===== src/rtl/mult_div_pkg.sv =====
// Shared types and sizing for the multiply/divide operand feeder.
package mult_div_pkg;
  localparam int WORD_W = 26;
  localparam int PAIRS  = WORD_W / 2;
  localparam int CNT_W  = $clog2(WORD_W);

  typedef enum logic {IDLE, SEND} state_t;

  typedef struct packed {
    logic neg;
    logic one;
    logic two;
  } digit_t;

  localparam logic MODE_MUL = 1'b0;
  localparam logic MODE_DIV = 1'b1;
endpackage


===== src/rtl/md_radix4_recode.sv =====
// Radix-4 recoding of one bit pair plus incoming carry into a {-2..2} digit.
module md_radix4_recode
  import mult_div_pkg::*;
(
  input  logic [1:0] pair,
  input  logic       carry_in,
  input  logic       is_top,
  output digit_t     dig,
  output logic       carry_out
);
  logic [2:0] sum;

  // The top pair is sign-extended, so its sums land on 6/7 (-2/-1) instead of 3/4.
  assign sum = (is_top ? {pair[1], pair} : {1'b0, pair}) + {2'b00, carry_in};

  always_comb begin
    dig       = '0;
    carry_out = 1'b0;
    case (sum)
      3'd1: dig.one = 1'b1;
      3'd2: dig.two = 1'b1;
      3'd3: begin dig.neg = 1'b1; dig.one = 1'b1; carry_out = !is_top; end
      3'd4: carry_out = !is_top;
      3'd6: begin dig.neg = 1'b1; dig.two = 1'b1; end
      3'd7: begin dig.neg = 1'b1; dig.one = 1'b1; end
      default: ;
    endcase
  end
endmodule


===== src/rtl/mult_div_feed.sv =====
// Operand feeder: recoded radix-4 digits (multiply) or MSB-first bits (divide).
module mult_div_feed
  import mult_div_pkg::*;
(
  input  logic              CLK,
  input  logic              RSTN,
  input  logic              LOAD,
  input  logic [WORD_W-1:0] LD_WORD,
  input  logic              LD_DIV,
  input  logic              STEP,
  input  logic              ABORT,
  output logic              BUSY,
  output logic              DIG_NEG,
  output logic              DIG_ONE,
  output logic              DIG_TWO,
  output logic              DONE,
  output logic              LOAD_ERR
);
  state_t            state, state_n;
  logic              mode, mode_n;
  logic [WORD_W-1:0] sreg, sreg_n;
  logic [CNT_W-1:0]  cnt, cnt_n;
  logic              cin, cin_n, cout;
  logic              done_n, err_n, last;
  digit_t            nxt_dig;
  logic              nxt_cout;

  assign last = (mode == MODE_MUL) ? (cnt == CNT_W'(PAIRS - 1)) : (cnt == CNT_W'(WORD_W - 1));

  always_comb begin
    state_n = state;
    mode_n  = mode;
    sreg_n  = sreg;
    cnt_n   = cnt;
    cin_n   = cin;
    done_n  = 1'b0;
    err_n   = 1'b0;
    if (ABORT) begin
      state_n = IDLE;
    end else if (state == IDLE) begin
      if (LOAD) begin
        state_n = SEND;
        mode_n  = LD_DIV;
        sreg_n  = LD_WORD;
        cnt_n   = '0;
        cin_n   = 1'b0;
      end
    end else begin
      err_n = LOAD;
      if (STEP) begin
        if (last) begin
          state_n = IDLE;
          done_n  = 1'b1;
        end else begin
          cnt_n = cnt + CNT_W'(1);
          if (mode == MODE_MUL) begin
            sreg_n = sreg >> 2;
            cin_n  = cout;
          end else begin
            sreg_n = sreg << 1;
            cin_n  = 1'b0;
          end
        end
      end
    end
  end

  // Recode the digit that will be on the outputs next cycle, so outputs stay registered.
  md_radix4_recode u_recode (
    .pair      (sreg_n[1:0]),
    .carry_in  (cin_n),
    .is_top    (cnt_n == CNT_W'(PAIRS - 1)),
    .dig       (nxt_dig),
    .carry_out (nxt_cout)
  );

  always_ff @(posedge CLK) begin
    if (!RSTN) begin
      state    <= IDLE;
      mode     <= MODE_MUL;
      sreg     <= '0;
      cnt      <= '0;
      cin      <= 1'b0;
      cout     <= 1'b0;
      BUSY     <= 1'b0;
      DIG_NEG  <= 1'b0;
      DIG_ONE  <= 1'b0;
      DIG_TWO  <= 1'b0;
      DONE     <= 1'b0;
      LOAD_ERR <= 1'b0;
    end else begin
      state    <= state_n;
      mode     <= mode_n;
      sreg     <= sreg_n;
      cnt      <= cnt_n;
      cin      <= cin_n;
      cout     <= nxt_cout & (mode_n == MODE_MUL);
      BUSY     <= (state_n == SEND);
      DONE     <= done_n;
      LOAD_ERR <= err_n;
      if (state_n == SEND && mode_n == MODE_MUL) begin
        {DIG_NEG, DIG_ONE, DIG_TWO} <= nxt_dig;
      end else if (state_n == SEND) begin
        {DIG_NEG, DIG_ONE, DIG_TWO} <= {1'b0, sreg_n[WORD_W-1], 1'b0};
      end else begin
        {DIG_NEG, DIG_ONE, DIG_TWO} <= 3'b000;
      end
    end
  end
endmodule

===== config.mk =====
export PLATFORM = sky130hd
export DESIGN_NAME = mult_div_feed
export DESIGN_NICKNAME = d
export VERILOG_FILES = /design/src/rtl/mult_div_pkg.sv /design/src/rtl/md_radix4_recode.sv /design/src/rtl/mult_div_feed.sv
export SDC_FILE = /design/constraint.sdc
export NUM_CORES = 1
export LEC_CHECK = 0
export CORE_UTILIZATION = 50
export DETAILED_ROUTE_END_ITERATION = 12
export GPL_TIMING_DRIVEN = 0
export PLACE_DENSITY = 0.76
export SLEW_MARGIN = 15
export SYNTH_ARGS = -nofsm -noshare
export SYNTH_HDL_FRONTEND = slang
export SYNTH_SLANG_ARGS = --single-unit
export TNS_END_PERCENT = 100

===== constraint.sdc =====
create_clock -name CLK -period 4 [get_ports CLK]
set_input_delay 1.2 -clock CLK [delete_from_list [all_inputs] [get_ports CLK]]
set_output_delay 1.2 -clock CLK [all_outputs]
set_load 0.01 [all_outputs]

Yosys cells after proc, flatten, opt, wreduce, memory -nomap -nowiden --
Index checks and enable logic that the tools add are counted.
Word-level totals: bits in registers 40, input bits 32, output and inout bits 6, word-level logic and storage cells 76
Operators by class: add/sub/neg operators 2, equal/unequal tests 11, multiplexer cells 34, bitwise gates (word level) 6, reductions and logical operators 11
Operators with widths (number):
- $mux 26 | 6
- $mux 5 | 5
- $mux 1 | 22
- $eq 5x4->1 const B | 2
- $eq 3x3->1 const B | 3
- $reduce_or 3->1 | 3
- $eq 3x2->1 const B | 2
- $add 5x1->5 const B | 1
- $eq 5x5->1 const B | 1
- $not 1->1 | 5
- $ne 2x2->1 const B | 2
- $reduce_and 4->1 | 1
- $reduce_or 2->1 | 2
- $reduce_or 4->1 | 1
- $add 3x1->3 | 1
- $eq 3x1->1 const B | 1
- $mux 3 | 1
- $reduce_and 2->1 | 1
- $reduce_bool 2->1 | 1
- $and 1x1->1 | 1
- $logic_and 1x1->1 | 1
- $logic_not 1->1 | 1

Depth between registers and ports, before layout --
depth after elaboration 13, gate-level depth with buffers 11, mapped depth without buffers 10

Cells and area by module --
Synthesis repeated with hierarchy kept, for this count alone.
Unflattened totals: cells, all modules 238, area, all modules 2362.3 um^2
By module, submodules not included:
- mult_div_feed | instances 1, cells each 224, area each 2252.2 um^2, sequential area each 800.8 um^2
- md_radix4_recode | instances 1, cells each 14, area each 110.1 um^2, sequential area each 0.0 um^2

Worst setup path before layout --
No wires, ideal clock.
kind input -> register, from input ABORT, to register DIG_ONE, data arrival time 3.103 ns, data required time 3.884 ns, setup slack 0.781 ns, cell stages on the path 8, buffers on the path 1, cell sequence clkbuf_1 a21oi_1 nand2_1 a32o_1 ha_1 ha_1 or4_4 a31o_1
RTL lines:
- from (decl) | RTL line mult_div_feed.sv:11 | input logic ABORT,
- $mux 1 * | RTL line mult_div_feed.sv:38 | if (ABORT) begin
- via cin_n | RTL line mult_div_feed.sv:23 | logic cin, cin_n, cout;
- $add 3x1->3 * | RTL line md_radix4_recode.sv:14 | assign sum = (is_top ? {pair[1], pair} : {1'b0, pair}) + {2'b00, carry_in};
- $eq 3x1->1 (tied with other cells) | RTL line md_radix4_recode.sv:19 | case (sum)
- $reduce_or 3->1 (no line) *
- $mux 1 * | RTL line md_radix4_recode.sv:19
- $mux 1 * | RTL line mult_div_feed.sv:101 | if (state_n == SEND && mode_n == MODE_MUL) begin
- to (signal assigned) | RTL line mult_div_feed.sv:102 | {DIG_NEG, DIG_ONE, DIG_TWO} <= nxt_dig;
- to (signal assigned) | RTL line mult_div_feed.sv:104 | {DIG_NEG, DIG_ONE, DIG_TWO} <= {1'b0, sreg_n[WORD_W-1], 1'b0};
- to (decl) | RTL line mult_div_feed.sv:14 | output logic DIG_ONE,
Mark *: on every way through the listed nets, which the timed path passes. The rest lies on a longest branch. A chain may end at the register's enable or synchronous reset.

Final worst setup path --
from input ABORT, to register DIG_ONE
RTL lines:
- $mux 26 * | RTL line mult_div_feed.sv:38
- via sreg_n[0] | RTL line mult_div_feed.sv:21 | logic [WORD_W-1:0] sreg, sreg_n;
- $mux 3 * | RTL line md_radix4_recode.sv:14
- $add 3x1->3 * | RTL line md_radix4_recode.sv:14
- $eq 3x1->1 (tied with other cells) | RTL line md_radix4_recode.sv:19
- $reduce_or 3->1 (no line) *
- $mux 1 * | RTL line md_radix4_recode.sv:19
- $mux 1 * | RTL line mult_div_feed.sv:101
Marks and branches as above.

==> results.yml <==
yosys:
  synthTopCellsByCount: "dfxtp_1, nor2_1, nor3b_1"
  syn_area_mm2: 0.00219
  yosys_warnings: 0
  synth_edf_count: 0
  synthArstFlopShare_pct: 0
  synth_top_area_share_pct: 36.6
  ys_seq_area_share_pct: 36.6
  synth_area_leaders: "dfxtp_1, mux2_2, a221oi_1"
  avgSynthCellArea_um2: 9.23
  synthesis.nets: 272
  postSynthCellCount: 237
  yosysUniqueCellTypes: 46
  synthFlopType: "dfxtp_1"
  yosysTopAreaCell: "dfxtp_1"
  yosysMostFrequentCell: "dfxtp_1"
  synth-seq-cells: 40
power:
  power.density_mw_per_mm2: 376
  p_switching_mw: 0.236
  p_leak_nw: 1.06
  swShare_pct: 22.6
  seq_power_share_pct: 41.6
  ir_drop_uv: 300
  clkPwrFrac_pct: 44.0
  p_int_mw: 0.810
  finalPower_mw: 1.05
  power.share.combinational_pct: 14.4
critical_path:
  crit_buf_inv: 2
  critPathLaunchType: "input port"
  arrival_ns: 3.95
  required_ns: 4.20
  path_class: "in -> reg"
  path_cells: "clkdlybuf4s50_1 > clkbuf_1 > a21oi_1 > nand2_1 > nand2_1 > o21ai_0 > ha_1 > ha_1 > or4_4 > a31o_1"
  reg2reg_to: "DIG_ONE"
  reg2reg_slack_ns: 1.12
  ff2ff_path_depth: 10
  crit_family: "simple AND/OR/NAND/NOR gates"
  max_stage_delay_ns: 0.55
  r2r-start: "mode"
  worstSetupEndpointType: "flop"
  crit_fanout: 10
  slowest_stage: "or4_4"
detailed_routing:
  wirelength_um: 5460
  dr.pass1.iters: 5
  viasPerCell: 6.05
  wl_per_cell_um: 16.5
  first_iter_violations: 164
  num_vias: 2007
  drc: 0
  antenna_left: 0
sta:
  hold_viol_final: 0
  slew_headroom_pct: 49.0
  tightest_slew_ns: 0.763
  period_share_pct: 93.8
  fin_skew_ns: 0.00703
  rsz0062_at_grt: "false"
  max_freq_mhz: 267
  setup_viol: 0
  slew_violations: 0
  finalCriticalPeriod_ns: 3.75
grt:
  grt_pass1_vias: 1896
  grt_antenna_before_repair: 0
  gr-usage-all-layers_pct: 25.4
  grt.overflow.total: 0
  grt_max_degree: 14
  grt_pass1_wl_um: 8790
placed_design:
  place_congestion: 0.806
  detailed_place_hpwl_um: 3860
  port_buffers: 37
hold_path:
  worstHoldPathCells: 2
  holdCritStartpoint: "cnt[3]"
  whs_endpoint: "cnt[3]"
  hp-class: "reg -> reg"
cts:
  clk_pin_slew_ns: 0.08
  postCtsResizedCells: 0
  cts.sink_count: 40
  clk_path_buf_depth: 2
  hold_buffers: 0
  numCtsBuffers: 5
  cts_setup_buffers: 0
  cts_root_buf: "clkbuf_8"
  htree_levels: 2
  clk_latency_ns: 0.29
  cts_tree: "yes"
layout:
  syn_to_final_growth_pct: 27.0
  post-route-util_pct: 68.0
  nNetsFinal: 316
  drive_above_1_share_pct: 14.9
  antenna_cells: 0
floorplanning:
  rows: 23
  chipHeight_um: 68.2
  dieArea_mm2: 0.00465
  start_util_pct: 53.6
  fp.dieW_um: 68.2
  coreArea_mm2: 0.00409
  io_pins: 38
run:
  cap_viol_max_count: 0
run_status:
  status: "completed"
how the worst max path moves through the flow:
| stage | startpoint | endpoint | slack (ns) | depth (start not counted) |
|---|---|---|---|---|
| floorplan | ABORT | DIG_ONE | 0.78 | 8 |
| global placement | ABORT | DIG_ONE | 0.008 | 9 |
| detailed placement | ABORT | DIG_ONE | -0.04 | 9 |
| CTS | ABORT | DIG_ONE | 0.26 | 10 |
| global route | ABORT | DIG_ONE | 0.15 | 10 |
| finish | ABORT | DIG_ONE | 0.25 | 10 |
stage by stage:
stage               setup TNS (ns)  setup WS (ns)  instances  area [µm²]  hold slack (ns)
detailed placement         -0.0401        -0.0401        324        2620            0.503
global placement                 0        0.00797        324        2620            0.501
finish                           0          0.250        332        2780            0.510
CTS                              0          0.264        332        2780            0.514
global route                     0          0.149        332        2780            0.544
floorplan                        0          0.781        237        2190            0.471
cell families (layout without fill, tap and decap cells):
| kind of cell | Yosys count | after routing | share of synthesized area (%) |
|---|---|---|---|
| AOI/OAI and AO/OA | 54 | 54 | 19.7 |
| DFF | 40 | 40 | 36.6 |
| adders and majority gates | 3 | 3 | 1.72 |
| and+or+nand+nor | 92 | 92 | 25.0 |
| buffers and inverters | 23 | 68 | 4.23 |
| muxes | 25 | 25 | 12.8 |
cells in the final DEF (no fill, tap or decap), drive strengths merged, types with 2 or more instances in the layout:
cell / n
clkdlybuf4s50: 37
a32oi: 2
o22ai: 2
inv: 6
or4: 2
a21oi: 4
nor2b: 7
o21ai: 5
bufinv: 3
a21boi: 3
and2: 8
nor2: 27
buf: 3
nor3b: 24
nand2b: 3
and3: 2
nor3: 3
nand2: 8
dfxtp: 40
a221oi: 22
mux2: 23
nand3: 3
a32o: 2
clkbuf: 19
a31oi: 2
mux2i: 2
ha: 3
layout make-up:
class,count,area [µm²]
clock buffers,5,68.8
clock inverters,3,90.1
plain buffers,17,70.1
flip-flops and latches,40,801
repair buffers,37,370
well taps,50,62.6
fillers,340,1310
multi-input cells,174,1290
inverters,6,22.5
power groups by stage:
stage	clock network [mW]	logic, mW	registers (mW)
floorplan	0	0.0916	0.438
global placement	0	0.145	0.444
detailed placement	0	0.148	0.444
CTS	0.463	0.149	0.435
global route	0.482	0.164	0.438
finish	0.461	0.150	0.435
registers in the layout, summed over array words and instances (netlist names):
name,cells
cout,1
DONE,1
cnt,5
sreg,26
DIG_NEG,1
cin,1
DIG_ONE,1
DIG_TWO,1
mode,1
LOAD_ERR,1
state,1
routing by layer:
layer / GRT usage, % / up-vias / wire, µm
met1: 31.2 / 953 / 2430
met5: 0 / - / 0
met2: 42.4 / 59 / 2650
li1: - / 983 / -
met3: 4.83 / 12 / 256
met4: 11.5 / 0 / 123
worst register-to-register path, cell delays in order (launching register included):
cell	delay, ns
dfxtp_1	0.30
buf_4	0.17
nor4b_2	0.37
o21a_1	0.21
nor2_1	0.15
a32oi_1	0.22
o21ai_0	0.14
ha_1	0.24
ha_1	0.22
or4_4	0.55
a31o_1	0.21
Note: power is estimated with default switching activity, not from simulation.
